### src/rtl/perst_seq_if.sv
// Handshake bundle between the PCIe reset sequencer and its environment.
// Status inputs come in, and reset/status outputs go out.
interface perst_seq_if;
    logic       perst_n;
    logic       pll_locked;
    logic       link_up;
    logic       sw_reset_req;
    logic       core_rst;
    logic       user_rst;
    logic       link_fault;
    logic [2:0] state;
    logic [3:0] retry_cnt;

    modport master (
        output perst_n, pll_locked, link_up, sw_reset_req,
        input  core_rst, user_rst, link_fault, state, retry_cnt
    );

    modport slave (
        input  perst_n, pll_locked, link_up, sw_reset_req,
        output core_rst, user_rst, link_fault, state, retry_cnt
    );
endinterface

### src/rtl/perst_seq_ctrl.sv
// PCIe fundamental-reset sequencer: holds the core in reset, waits for PLL lock and
// link-up, and retries a bounded number of times after a link timeout.
//
// state     | meaning
// RST       | perst_n asserted or power-on; everything held in reset
// HOLD      | perst_n released, core held in reset for HOLD_CYCLES
// WAIT_PLL  | waiting for pll_locked
// WAIT_LINK | core out of reset, waiting up to LINK_TIMEOUT cycles for link_up
// ACTIVE    | link up, user logic released
// FAULT     | link timeout; back-off of HOLD_CYCLES, then retry or park
module perst_seq_ctrl #(
    parameter int HOLD_CYCLES  = 16,
    parameter int LINK_TIMEOUT = 1024,
    parameter int MAX_RETRY    = 3,
    parameter int CNT_W        = 16
) (
    input  logic        clk,
    input  logic        rst,
    perst_seq_if.slave  bus
);
    typedef enum logic [2:0] {
        ST_RST       = 3'd0,
        ST_HOLD      = 3'd1,
        ST_WAIT_PLL  = 3'd2,
        ST_WAIT_LINK = 3'd3,
        ST_ACTIVE    = 3'd4,
        ST_FAULT     = 3'd5
    } state_t;

    localparam logic [CNT_W-1:0] HOLD_LAST = CNT_W'(HOLD_CYCLES - 1);
    localparam logic [CNT_W-1:0] LINK_LAST = CNT_W'(LINK_TIMEOUT - 1);
    localparam logic [3:0]       RETRY_MAX = 4'(MAX_RETRY);

    state_t           state_q, state_d;
    logic [CNT_W-1:0] cnt_q, cnt_d;
    logic [3:0]       retry_q, retry_d;
    logic             fault_q, fault_d;

    always_ff @(posedge clk or posedge rst) begin
        if (rst) begin
            state_q <= ST_RST;
            cnt_q   <= '0;
            retry_q <= '0;
            fault_q <= 1'b0;
        end else begin
            state_q <= state_d;
            cnt_q   <= cnt_d;
            retry_q <= retry_d;
            fault_q <= fault_d;
        end
    end

    always_comb begin
        state_d = state_q;
        cnt_d   = cnt_q;
        retry_d = retry_q;
        fault_d = fault_q;
        if (!bus.perst_n) begin
            state_d = ST_RST;
            cnt_d   = '0;
            retry_d = '0;
            fault_d = 1'b0;
        end else if (state_q > ST_FAULT) begin
            state_d = ST_RST;
            cnt_d   = '0;
        end else if (bus.sw_reset_req && state_q != ST_RST) begin
            state_d = ST_HOLD;
            cnt_d   = '0;
            retry_d = '0;
        end else begin
            case (state_q)
                ST_RST: begin
                    state_d = ST_HOLD;
                    cnt_d   = '0;
                end
                ST_HOLD: begin
                    if (cnt_q == HOLD_LAST) begin
                        state_d = ST_WAIT_PLL;
                        cnt_d   = '0;
                    end else begin
                        cnt_d = cnt_q + CNT_W'(1);
                    end
                end
                ST_WAIT_PLL: begin
                    if (bus.pll_locked) begin
                        state_d = ST_WAIT_LINK;
                        cnt_d   = '0;
                    end
                end
                ST_WAIT_LINK: begin
                    // link_up on the terminal cycle still counts as success
                    if (bus.link_up) begin
                        state_d = ST_ACTIVE;
                        fault_d = 1'b0;
                    end else if (cnt_q == LINK_LAST) begin
                        state_d = ST_FAULT;
                        cnt_d   = '0;
                        fault_d = 1'b1;
                    end else begin
                        cnt_d = cnt_q + CNT_W'(1);
                    end
                end
                ST_ACTIVE: begin
                    if (!bus.pll_locked) begin
                        state_d = ST_WAIT_PLL;
                        cnt_d   = '0;
                    end else if (!bus.link_up) begin
                        state_d = ST_WAIT_LINK;
                        cnt_d   = '0;
                    end
                end
                ST_FAULT: begin
                    // Counter parks at HOLD_LAST once retries are exhausted
                    if (cnt_q == HOLD_LAST) begin
                        if (retry_q < RETRY_MAX) begin
                            retry_d = retry_q + 4'd1;
                            state_d = ST_WAIT_PLL;
                            cnt_d   = '0;
                        end
                    end else begin
                        cnt_d = cnt_q + CNT_W'(1);
                    end
                end
                default: begin
                    state_d = ST_RST;
                    cnt_d   = '0;
                end
            endcase
        end
    end

    assign bus.state      = state_q;
    assign bus.core_rst   = !(state_q == ST_WAIT_LINK || state_q == ST_ACTIVE);
    assign bus.user_rst   = (state_q != ST_ACTIVE);
    assign bus.link_fault = fault_q;
    assign bus.retry_cnt  = retry_q;
endmodule

### src/flat_wrapper.sv
// flat-port wrapper written by rule: the top's interface ports become plain ports
module perst_seq_ctrl_flat 
#(
    parameter int HOLD_CYCLES  = 16,
    parameter int LINK_TIMEOUT = 1024,
    parameter int MAX_RETRY    = 3,
    parameter int CNT_W        = 16
)
  (clk, rst, bus_perst_n, bus_pll_locked, bus_link_up, bus_sw_reset_req, bus_core_rst, bus_user_rst, bus_link_fault, bus_state, bus_retry_cnt);
  perst_seq_if bus_i ();
  input  logic clk;
  input  logic rst;
  input wire logic [$bits(bus_i.perst_n)-1:0] bus_perst_n;
  input wire logic [$bits(bus_i.pll_locked)-1:0] bus_pll_locked;
  input wire logic [$bits(bus_i.link_up)-1:0] bus_link_up;
  input wire logic [$bits(bus_i.sw_reset_req)-1:0] bus_sw_reset_req;
  output wire logic [$bits(bus_i.core_rst)-1:0] bus_core_rst;
  output wire logic [$bits(bus_i.user_rst)-1:0] bus_user_rst;
  output wire logic [$bits(bus_i.link_fault)-1:0] bus_link_fault;
  output wire logic [$bits(bus_i.state)-1:0] bus_state;
  output wire logic [$bits(bus_i.retry_cnt)-1:0] bus_retry_cnt;
  assign bus_i.perst_n = bus_perst_n;
  assign bus_i.pll_locked = bus_pll_locked;
  assign bus_i.link_up = bus_link_up;
  assign bus_i.sw_reset_req = bus_sw_reset_req;
  assign bus_core_rst = bus_i.core_rst;
  assign bus_user_rst = bus_i.user_rst;
  assign bus_link_fault = bus_i.link_fault;
  assign bus_state = bus_i.state;
  assign bus_retry_cnt = bus_i.retry_cnt;
  perst_seq_ctrl #(.HOLD_CYCLES(HOLD_CYCLES), .LINK_TIMEOUT(LINK_TIMEOUT), .MAX_RETRY(MAX_RETRY), .CNT_W(CNT_W)) u_core (.clk(clk), .rst(rst), .bus(bus_i));
endmodule
### config.mk
export PLATFORM = sky130hd
export DESIGN_NAME = perst_seq_ctrl_flat
export DESIGN_NICKNAME = d
export VERILOG_FILES = /design/src/rtl/perst_seq_if.sv /design/src/rtl/perst_seq_ctrl.sv /design/src/flat_wrapper.sv
export SDC_FILE = /design/constraint.sdc
export NUM_CORES = 1
export LEC_CHECK = 0
export BUFFER_PORTS_ARGS = -buffer_cell sky130_fd_sc_hd__buf_2
export CAP_MARGIN = 5
export CORE_AREA = 2 2 60 62
export CTS_CLUSTER_DIAMETER = 100
export CTS_CLUSTER_SIZE = 20
export DETAILED_ROUTE_END_ITERATION = 6
export DIE_AREA = 0 0 62 64
export GPL_TIMING_DRIVEN = 0
export PLACE_DENSITY_LB_ADDON = 0.25
export SLEW_MARGIN = 10
export SYNTH_ARGS = -nofsm -noshare
export SYNTH_HDL_FRONTEND = slang
export SYNTH_SLANG_ARGS = --single-unit
### constraint.sdc
create_clock -name clk -period 2 [get_ports clk]
set_input_delay 0.4 -clock clk [delete_from_list [all_inputs] [get_ports clk]]
set_output_delay 0.4 -clock clk [all_outputs]
set_load 0.02 [all_outputs]
== Yosys cells after proc, flatten, opt, wreduce, memory -nomap -nowiden ==
Cells that the tools add are included.

* Input port bits: 6
* Logic and storage cells: 76
* Flip-flop bits (word level): 24
* Output and inout bits: 10

* Equal/unequal tests: 23
* Muxes and demuxes: 36
* Reduce and logical (&&, ||, !) cells: 9
* Order comparisons: 2
* $add $sub $neg: 2

{| class="wikitable"
|+ Operator list
! operator !! count
|-
| 16-bit two-way mux || 11
|-
| 16-bit one-hot mux with 5 select lines || 1
|-
| 3-bit two-way mux || 11
|-
| 4-bit two-way mux || 6
|-
| 3-bit one-hot mux with 6 select lines || 1
|-
| 16-bit by 1-bit adder with 16-bit output (second input constant) || 1
|-
| 16-bit by 10-bit equality test with 1-bit output (second input constant) || 1
|-
| 16-bit by 4-bit equality test with 1-bit output (second input constant) || 1
|-
| 5-bit by 2-bit != test with 1-bit output (second input constant) || 3
|-
| 3-bit by 1-bit != test with 1-bit output (second input constant) || 4
|-
| 6-bit by 4-bit != test with 1-bit output (second input constant) || 2
|-
| 4-bit AND reduction || 3
|-
| 5-bit by 3-bit != test with 1-bit output (second input constant) || 2
|-
| 3-bit by 2-bit equality test with 1-bit output (second input constant) || 2
|-
| 3-bit equality test (second input constant) || 2
|-
| 1-bit two-way mux || 6
|-
| 6-bit by 3-bit != test with 1-bit output (second input constant) || 1
|-
| 6-bit AND reduction || 1
|-
| 4-bit by 1-bit adder with 4-bit output (second input constant) || 1
|-
| 4-bit by 2-bit less-than comparator with 1-bit output (second input constant) || 1
|-
| 2-bit != test (second input constant) || 2
|-
| 3-bit by 1-bit equality test with 1-bit output (second input constant) || 1
|-
| 3-bit greater-than comparator (second input constant) || 1
|-
| 3-bit logical NOT || 1
|-
| other kinds (6) || 6
|}

== Depth between registers and ports, before layout ==
Gate-level depths: netlist of run 1.

* Depth after elaboration: 7
* Depth in mapped cells: 8
* Mapped depth without buffers: 6

== Least setup slack after synthesis of run 1 ==
Ideal clock, no wire load.

* Kind: flip-flop to flip-flop
* Start: register u_core.retry_q[0] (netlist: u_core.bus.retry_cnt[0])
* End: register u_core.cnt_q[13]
* Arrival: 2123 ps
* Setup slack: -200 ps
* Cell stages (with the launch flop): 8
* Period minus slack after synthesis: 2200 ps
* Data required time: 1923 ps
* Path buffers: 1
* Setup time: 77 ps
* Path through: dfrtp_1 ha_1 nor3_1 nor4_1 and4_1 buf_6 or4_2 a21oi_1

* Longest elaborated chain between the ends: 3

{| class="wikitable"
|+ RTL lines
! what !! line !! RTL
|-
| from (decl) || perst_seq_ctrl.sv:36 || <nowiki>logic [3:0] retry_q, retry_d;</nowiki>
|-
| from (signal assigned) || perst_seq_ctrl.sv:48 || <nowiki>retry_q <= retry_d;</nowiki>
|-
| 4-bit by 2-bit less-than comparator with 1-bit output || perst_seq_ctrl.sv:115 || <nowiki>if (retry_q < RETRY_MAX) begin</nowiki>
|-
| 6-bit by 4-bit != test with 1-bit output (no source line) || - ||
|-
| 4-bit AND reduction (no source line) || - ||
|-
| to (signal assigned) || perst_seq_ctrl.sv:47 || <nowiki>cnt_q <= cnt_d;</nowiki>
|-
| to (decl) || perst_seq_ctrl.sv:35 || <nowiki>logic [CNT_W-1:0] cnt_q, cnt_d;</nowiki>
|}

Every way passes these cells.
A chain may end at the register's enable or synchronous reset.

== Worst setup path in the final report of run 1 ==
* Start: register u_core.cnt_q[14]
* End: register u_core.state_q[2] (netlist: u_core.bus.state[2])

* Longest elaborated chain between the ends: 3
* Elaborated cells on any way between the ends: 6
* Those cells by class: eq/ne: 5; reduce/logical: 1

{| class="wikitable"
|+ RTL lines
! what !! line !! RTL
|-
| 16-bit by 10-bit equality test with 1-bit output or 16-bit by 4-bit equality test with 1-bit output (tied branches) || perst_seq_ctrl.sv:95, perst_seq_ctrl.sv:77, perst_seq_ctrl.sv:114 ||
|-
| 6-bit by 3-bit != test with 1-bit output (no source line) or 5-bit by 2-bit != test with 1-bit output (tied branches) || - ||
|-
| 6-bit AND reduction (no source line) (*) || - ||
|-
| to (signal assigned) || perst_seq_ctrl.sv:46 || <nowiki>state_q <= state_d;</nowiki>
|-
| to (decl) || perst_seq_ctrl.sv:34 || <nowiki>state_t state_q, state_d;</nowiki>
|}

Mark *: on every way between the ends. The rest lies on a longest branch, timed or not.

==> results_dict.tcl, run 1 <==
set metrics [dict create \
    syn-cell-area_um2 1670 \
    synth_nets 185 \
    p_per_area_nw_per_um2 451 \
    utilization_pct 69.5 \
    cts-root-buf "clkbuf_4" \
    dieArea_um2 3970 \
    ys_ff_latch 24 \
    ir_drop_v 0.000429 \
    maxSlewHeadroom_pct 38.4 \
    design_area_um2 2280 \
    rrSetupSlack_ns -0.18 \
    antenna_found_initial 0 \
    nets 232 \
    cp-start-kind "flip-flop" \
    drt_iter0_drc 116 \
    drv_slew 0 \
    post-synth-top-area-cell "dfrtp_1" \
    critPathKind "reg -> reg" \
    synth_cell_types 49 \
    synth_warnings 0 \
    finalHoldViolCount 0 \
    numCtsBuffers 3 \
    gr-total-overflow 0 \
    wire_per_inst_um 18.5 \
    setup_ws_ns -0.183 \
    vias_per_cell 6.39 \
    crit_slowest_cell "or4_4" \
    cts_tree "built" \
    grt_pass1_wl_um 7930 \
    area_delta_synth_final_pct 36.9 \
    synth_edf_count 0 \
    critPathMaxFanout 3 \
    via_count 1720 \
    yosysSeqAreaShare_pct 36.0 \
    violations "setup timing" \
    drv_cap 0 \
    detailed_place_hpwl_um 2900 \
    dp_cells 238 \
    clock-sinks 24 \
    path_buf_inv 0 \
    p_leak_nw 0.894 \
    finalWirelength_um 4980 \
    rows 21 \
    fillers 236 \
    globalplace.congestion 0.835 \
    worst_slew_pin_slew_ns 0.922 \
    core_area_um2 3280 \
    dr.pass1.iters 4 \
    fin_worst_skew_ns 0.00864 \
    synth_commonest_cells "dfrtp_1 (24), nand2_1 (13), o31ai_1 (13)" \
    status "finished, violations left" \
    die_h_um 64 \
    antenna_cells 0 \
    fin_hold_ws_ns 0.233 \
    dieWidth_um 62 \
    cts_max_path_buffers 2 \
    worstPathRequired_ns 2.25 \
    final_cells 269 \
    critPathArrivalTime_ns 2.44 \
    fin_crit_sh_pct 109 \
    io_buffers 15 \
    cp_cell_sequence "or4_4 > nor4_4 > a21oi_2 > nor3_2 > mux2i_1" \
    grtUsageTotal_pct 26.7 \
    rsz0062_at_grt "yes" \
    synthFlopType "dfrtp_1" \
    placed_area_um2 1820 \
    hp-class "in -> async" \
    worstSetupEndpointType "flip-flop" \
    clk_latency_ns 0.34 \
    grt_max_degree 25 \
    drive_gt1_share_pct 48.9 \
    max_freq_mhz 458 \
    ios 16 \
    yosysTopAreaCellShare_pct 36.0 \
    async_flop_share_pct 100 \
    final-setup-viol-count 19 \
    clk_pin_slew_worst_paths_ns 0.15 \
    layout_min_cycle_time_ns 2.18 \
    p_total_w 0.00103 \
    crit_family "simple AND/OR/NAND/NOR gates" \
    ant_nets 0 \
    start_util_pct 50.8 \
    synth_area_leaders "dfrtp_1 (36%), o31ai_1 (5.9%), a21oi_1 (3.6%), or4_1 (3.6%), nand3_1 (3.3%)" \
    netlist_instances 177 \
    cts_max_level 1 \
    synth_most_common_cell "dfrtp_1" \
    avgSynthCellArea_um2 9.42 \
    drc 0 \
    grt_pass1_vias 1650 \
    slowest_delay_ns 0.60 \
]
-- kinds of logic after synthesis --
logic type                 count (synthesis)  synth area share (%)
and+or+nand+nor                           79                  30.8
AOI/OAI and AO/OA                         52                  21.2
DFF                                       24                  36.0
buffers and inverters                     16                  8.10
muxes                                      3                  1.95
adders and majority gates                  2                  1.50
xor gates and xnor gates                   1                 0.525
-- routing by layer --
| layer | vias to the layer above | global-route usage [%] | wire [um] |
|---|---|---|---|
| met3 | 16 | 4.86 | 288 |
| met1 | 851 | 35.6 | 1980 |
| li1 | 782 | - | - |
| met4 | 0 | 11.7 | 144 |
| met2 | 71 | 41.1 | 2570 |
| met5 | - | 0 | 0 |
-- metrics by stage --
step                setup slack [ns]  TNS, ns
finish                        -0.183    -1.76
global route                  -0.258    -3.63
CTS                          -0.0728   -0.576
detailed placement            -0.257    -3.17
global placement              -0.204    -2.57
floorplan                     0.0126        0
-- flip-flops by register name, indices dropped and copies added, names as in the netlist --
| register | flops |
|---|---|
| u_core.bus.link_fault | 1 |
| u_core.bus.retry_cnt | 4 |
| u_core.bus.state | 3 |
| u_core.cnt_q | 16 |
-- report_power, final --
group          internal, W  switching, W  total (W)  leakage (nW)
Combinational    0.0000600     0.0000898   0.000150         0.540
Sequential        0.000497     0.0000132   0.000510         0.326
Clock             0.000203      0.000167   0.000370        0.0279
Total             0.000760      0.000270    0.00103         0.894
-- layout by cell type, fill, tap and decap left out, types with 7 or more instances in the layout --
cell	instances
buf_4	23
dfrtp_1	21
buf_2	16
nand2_1	13
a21oi_2	11
o31ai_1	10
nand3_1	8
inv_1	7
o21ai_0	7
or4_1	7
-- final timing paths --
path | startpoint | end | depth (start not counted)
worst max register to register | u_core.cnt_q[14] | u_core.bus.state[2] | 5
max in group asynchronous | rst | u_core.bus.state[1] | 2
worst min register to register | u_core.bus.retry_cnt[2] | u_core.bus.retry_cnt[2] | 1
worst min-delay path | rst | u_core.cnt_q[1] | 2
worst max-delay path | u_core.cnt_q[14] | u_core.bus.state[2] | 5
min in group clk | bus_link_up | u_core.bus.link_fault | 2
-- cell type report --
class	instances	area (um2)	area share [%]
clock inverter	1	30.0	1.32
tap	46	57.6	2.52
clock buffer	3	22.5	0.986
multi-input combinational	137	1130	49.3
buffer	9	113	4.93
sequential	24	604	26.5
timing repair buffer	42	304	13.3
inverter	7	26.3	1.15
-- timing repair --
item	4_1_cts	5_1_grt
cloned	2	1
hold buffers	0	0
pin swaps	6	8
setup buffers	17	7
gates resized for setup	16	25
setup endpoints to repair	20	21
No activity file was read; power rests on OpenSTA's default activity.
==> run 2: changes to the inputs <==
--- a/config.mk
+++ b/config.mk
@@ -5,13 +5,14 @@
 export SDC_FILE = /design/constraint.sdc
 export NUM_CORES = 1
 export LEC_CHECK = 0
+export ABC_AREA = 1
 export BUFFER_PORTS_ARGS = -buffer_cell sky130_fd_sc_hd__buf_2
 export CAP_MARGIN = 5
-export CORE_AREA = 2 2 60 62
+export CORE_AREA = 2 2 63 65
 export CTS_CLUSTER_DIAMETER = 100
 export CTS_CLUSTER_SIZE = 20
 export DETAILED_ROUTE_END_ITERATION = 6
-export DIE_AREA = 0 0 62 64
+export DIE_AREA = 0 0 65 67
 export GPL_TIMING_DRIVEN = 0
 export PLACE_DENSITY_LB_ADDON = 0.25
 export SLEW_MARGIN = 10
==> run 2 against run 1 <==
Against the previous run: the run now ends clean; register-to-register slack better by 0.34 ns; count of clock-buffer cells in the layout unchanged; synthesized cell count grew 75%; cell count rose by 39%; critical path type is now reg -> out; largest cell class unchanged; highest routed layer unchanged.
==> results_dict.tcl, run 2 <==
set metrics [dict create \
    yosysTopAreaCellShare_pct 31.4 \
    cts-root-buf "clkbuf_8" \
    synthAdderAreaFrac_pct 1.31 \
    cp_cell_sequence "inv_2 > nand3_4 > inv_1 > nor2_1 > buf_2" \
    drv_slew 0 \
    crit_family "buffers and inverters" \
    largest_reg_flops 16 \
    dieArea_um2 4360 \
    grt_pass1_vias 1838 \
    final_common_cell "nand2_1" \
    drc 0 \
    numCtsBuffers 3 \
    worstSetupEndpointType "output port" \
    tns_ns 0 \
    rows 22 \
    synth_most_common_cell "nand2_1" \
    p_per_area_nw_per_um2 732 \
    fin_worst_skew_ns 0.00537 \
    wire_per_inst_um 12.1 \
    final_cells 375 \
    cp-start-kind "flip-flop" \
    clock-sinks 24 \
    antenna_found_initial 0 \
    grt_pass1_wl_um 8240 \
    final-setup-viol-count 0 \
    grt_max_degree 25 \
    rsz0062_at_grt "yes" \
    via_count 1983 \
    cts_max_level 1 \
    p_leak_nw 1.11 \
    worstPathRequired_ns 1.60 \
    syn-cell-area_um2 1910 \
    top_register "u_core.cnt_q" \
    drv_cap 0 \
    drive_gt1_share_pct 12.5 \
    cts_tree "built" \
    worst_slew_pin_slew_ns 0.944 \
    finalWirelength_um 4520 \
    synth_warnings 0 \
    synth_cell_types 26 \
    start_util_pct 53.1 \
    maxSlewHeadroom_pct 37.0 \
    critPathArrivalTime_ns 1.49 \
    ir_drop_v 0.000385 \
    async_flop_share_pct 100 \
    die_h_um 67 \
    netlist_instances 309 \
    synthFlopType "dfrtp_1" \
    clk_pin_slew_worst_paths_ns 0.08 \
    yosysSeqAreaShare_pct 31.4 \
    fin_hold_ws_ns 0.336 \
    ant_nets 0 \
    fin_crit_sh_pct 94.4 \
    dieWidth_um 65 \
    clk_latency_ns 0.26 \
    status "finished, final reports clean" \
    core_area_um2 3610 \
    synth_commonest_cells "nand2_1 (94), nor2_1 (49), inv_1 (37)" \
    p_total_w 0.00154 \
    avgSynthCellArea_um2 6.19 \
    area_delta_synth_final_pct 9.61 \
    antenna_cells 0 \
    cts_max_path_buffers 2 \
    slowest_delay_ns 0.49 \
    gr-total-overflow 0 \
    multiInputGateArea_um2 1120 \
    synth_xor_area_share_pct 0.916 \
    muxShareOfSynthArea_pct 0 \
    finalHoldViolCount 0 \
    grtUsageTotal_pct 24.2 \
    ios 16 \
    synth_top_family_by_area "simple AND/OR/NAND/NOR gates" \
    critPathKind "reg -> out" \
    most-common-layout-cells "nand2_1 (94), nor2_1 (49), inv_1 (37)" \
    dp_cells 371 \
    seq_area_um2 601 \
    cp_num_cells 5 \
    path_buf_inv 3 \
    synth_area_leaders "dfrtp_1 (31%), nand2_1 (18%), nor2_1 (9.6%), inv_1 (7.3%), nand3_1 (6.8%)" \
    hp-class "in -> async" \
    vias_per_cell 5.29 \
    globalplace.congestion 0.916 \
    ff2ff_path_depth 7 \
    ys_ff_latch 24 \
    io_buffers 14 \
    nets 337 \
    crit_slowest_cell "dfrtp_1" \
    fillers 366 \
    synth_edf_count 0 \
    max_freq_mhz 530 \
    drt_iter0_drc 176 \
    dr.pass1.iters 5 \
    post-synth-top-area-cell "dfrtp_1" \
    critPathMaxFanout 9 \
    synthSimpleGateAreaFrac_pct 47.2 \
    synth_compound_area_share_pct 8.76 \
    layout_min_cycle_time_ns 1.89 \
    detailed_place_hpwl_um 3420 \
    synth_nets 317 \
]
[run 2: cell types whose count changed in the layout (fill, tap and decap cells not counted), moves of 9 or more]
cell     change
o31ai_1      -9
nor2_1      +45
a21oi_2     -11
inv_1       +30
buf_4       -22
nand2_1     +81
nand3_1     +17
nand4_1     +17
[run 2: path summary, 6_finish.rpt]
check                      slack, ns                       to             startpoint
min                             0.34          u_core.cnt_q[0]                    rst
min reg2reg                     0.51    u_core.bus.link_fault  u_core.bus.link_fault
max in group asynchronous       1.09  u_core.bus.retry_cnt[0]                    rst
max reg2reg                     0.16          u_core.cnt_q[1]    u_core.bus.state[2]
max                             0.11             bus_core_rst    u_core.bus.state[2]
min in group clk                0.36    u_core.bus.link_fault            bus_link_up
[run 2: cells by family (layout without fill, tap and decap cells)]
| kind of cell | count (synthesis) | after routing |
|---|---|---|
| and+or+nand+nor | 203 | 203 |
| AOI/OAI and AO/OA | 31 | 31 |
| xor gates and xnor gates | 2 | 2 |
| adders and majority gates | 2 | 2 |
| buffers and inverters | 47 | 65 |
| DFF | 24 | 24 |
[run 2: timing repair]
item,in CTS,in global routing
buffers inserted,0,1
resized for setup,0,1
hold endpoints to repair,0,0
hold buffers,0,0
setup endpoints to repair,0,17
[run 2: metrics by stage]
stage          area [um2]  utilization [%]  setup slack [ns]
2_1_floorplan        1910                -             0.371
3_3_place_gp         2040             56.7            0.0941
3_5_place_dp         2040             56.7             0.101
4_1_cts              2080             57.8            0.0764
5_1_grt              2100             58.2          -0.00322
6_report             2100             58.2             0.113
[run 2: per-layer routing]
| metal | global-route usage (%) | part of all wire, % | vias to the layer above |
|---|---|---|---|
| met4 | 5.59 | 0.60 | 0 |
| met5 | 0 | 0 | - |
| met2 | 43.4 | 48 | 59 |
| li1 | - | - | 1027 |
| met1 | 31.2 | 46 | 895 |
| met3 | 2.53 | 6.2 | 2 |
[run 2: report_power, final]
part           internal, W  total, W  switching (W)
clock network     0.000135  0.000284       0.000149
logic             0.000199  0.000661       0.000462
registers         0.000533  0.000590      0.0000572
[run 2: final cells by class]
type                    instances  area share [%]
repair buffers                 15            3.70
multi-input cells             238            53.3
plain buffers                   6            2.21
inverters                      41            7.34
flip-flops and latches         24            28.6
well taps                      48            2.86
clock buffers                   3            1.97
[run 2: worst register-to-register path: stages (launching register included)]
cell     delay [ns]
dfrtp_1        0.49
nor2_2         0.26
a21oi_1        0.16
nor2_2         0.21
inv_2          0.08
nor2_1         0.18
nand4_1        0.22
o21ai_1        0.18
==> run 3: changes to the inputs <==
--- a/config.mk
+++ b/config.mk
@@ -14,6 +14,7 @@
 export DETAILED_ROUTE_END_ITERATION = 6
 export DIE_AREA = 0 0 65 67
 export GPL_TIMING_DRIVEN = 0
+export MAX_ROUTING_LAYER = met4
 export PLACE_DENSITY_LB_ADDON = 0.25
 export SLEW_MARGIN = 10
 export SYNTH_ARGS = -nofsm -noshare
==> run 3 against run 2 <==
Against the previous run: combinational power shrank 1%; core utilization shrank 0.069 points; worst setup slack lost 0.043 ns; non-clock buffer count shrank 1; worst hold slack lost 0.013 ns; final area shrank 0.12%; via count grew 0.61%; critical path type unchanged; highest routed layer unchanged.
==> results_dict.tcl, run 3 (synthesis results as in run 2) <==
set metrics [dict create \
    critPathMaxFanout 9 \
    largest_reg_flops 16 \
    fillers 341 \
    finalHoldViolCount 0 \
    fin_worst_skew_ns 0.00654 \
    dp_cells 371 \
    fin_crit_sh_pct 96.5 \
    detailed_place_hpwl_um 3450 \
    rr_startpoint "u_core.cnt_q[0]" \
    cts_max_path_buffers 2 \
    drc 0 \
    area_delta_synth_final_pct 9.48 \
    grt_pass1_vias 1803 \
    placed_area_um2 2040 \
    hp-class "in -> async" \
    fin_hold_ws_ns 0.322 \
    critPathArrivalTime_ns 1.53 \
    numCtsBuffers 3 \
    dieArea_um2 4360 \
    cp-start-kind "flip-flop" \
    ir_drop_v 0.000308 \
    dieWidth_um 65 \
    tns_ns 0 \
    ios 16 \
    drt_iter0_drc 162 \
    cts_max_level 1 \
    grt_pass1_wl_um 8010 \
    wire_per_inst_um 12.3 \
    worstSetupEndpointType "output port" \
    cts_hold_buf 0 \
    ff2ff_path_depth 9 \
    gr-total-overflow 0 \
    io_buffers 14 \
    drv_slew 0 \
    antenna_found_initial 0 \
    drv_cap 0 \
    finalWirelength_um 4610 \
    nets 336 \
    setup_ws_ns 0.0701 \
    crit_end "bus_core_rst" \
    most-common-layout-cells "nand2_1 (94), nor2_1 (49), inv_1 (37)" \
    reg2reg_to "u_core.bus.state[0]" \
    status "finished, final reports clean" \
    rows 22 \
    grt_max_degree 25 \
    drive_gt1_share_pct 12.3 \
    dr.pass1.iters 4 \
    p_leak_nw 1.10 \
    clock-sinks 24 \
    globalplace.congestion 0.919 \
    critPathKind "reg -> out" \
    die_h_um 67 \
    via_count 1995 \
    rrSetupSlack_ns 0.15 \
    top_register "u_core.cnt_q" \
    ant_nets 0 \
    maxSlewHeadroom_pct 38.3 \
    cts_tree "built" \
    start_util_pct 53.1 \
    cts-root-buf "clkbuf_8" \
    design_area_um2 2090 \
    antenna_cells 0 \
    worst_slew_pin_slew_ns 0.925 \
    rsz0062_at_grt "yes" \
    final-setup-viol-count 0 \
    clk_latency_ns 0.27 \
    final_common_cell "nand2_1" \
    final_cells 374 \
    crit_path_start "u_core.bus.state[2]" \
    place_worst_setup_slack_ns 0.0898 \
    layout_min_cycle_time_ns 1.93 \
    max_freq_mhz 518 \
    p_per_area_nw_per_um2 734 \
    grtUsageTotal_pct 24.3 \
    core_area_um2 3610 \
    worstPathRequired_ns 1.60 \
    vias_per_cell 5.33 \
    clk_pin_slew_worst_paths_ns 0.09 \
]
run 3: cell types whose count changed in the layout (fill, tap and decap cells not counted):
cell and delta:
nor2_4 +1, buf_4 -1, nor2_2 -1
run 3: area by class of cell:
type	instances	area [um2]	share of cell area, %
buffer	6	46.3	2.21
clock buffer	3	41.3	1.97
inverter	41	154	7.35
multi-input combinational	238	1120	53.6
sequential	24	601	28.7
tap	48	60.1	2.87
timing repair buffer	14	70.1	3.35
run 3: critical path, stage by stage (launching register included):
cell	delay, ns
dfrtp_1	0.50
inv_2	0.12
nand3_4	0.14
inv_1	0.26
nor2_1	0.07
buf_2	0.16
run 3: worst min path at each step:
stage,from,end,slack [ns]
2_1_floorplan,rst,u_core.bus.link_fault,0.41
4_1_cts,bus_link_up,u_core.bus.link_fault,0.36
3_3_place_gp,u_core.bus.link_fault,u_core.bus.link_fault,0.46
3_5_place_dp,u_core.bus.link_fault,u_core.bus.link_fault,0.49
5_1_grt,bus_link_up,u_core.bus.link_fault,0.38
6_report,rst,u_core.cnt_q[0],0.32
run 3: routing by layer:
layer | wire [um] | track usage [%] | vias to the layer above
met5 | 0 | - | -
met4 | 36 | 7.71 | 0
met3 | 233 | 3.38 | 4
met2 | 2200 | 40.7 | 53
met1 | 2140 | 30.6 | 911
li1 | - | - | 1027
run 3: what timing repair did:
action,in CTS,in global routing
resized for setup,0,2
endpoints found under the setup margin,0,16
setup buffers,0,0
run 3: power breakdown:
part	leakage [nW]	switching (W)	internal, W
logic	0.752	0.000459	0.000193
clock network	0.0216	0.000156	0.000135
registers	0.328	0.0000618	0.000533
total	1.10	0.000677	0.000861
run 3: metrics by stage:
| stage | total power (W) | util, % |
|---|---|---|
| finish | 0.00154 | 58.1 |
| global route | 0.00165 | 58.1 |
| CTS | 0.00153 | 57.8 |
| detailed placement | 0.00124 | 56.7 |
| global placement | 0.00124 | 56.7 |
| floorplan | 0.00107 | - |
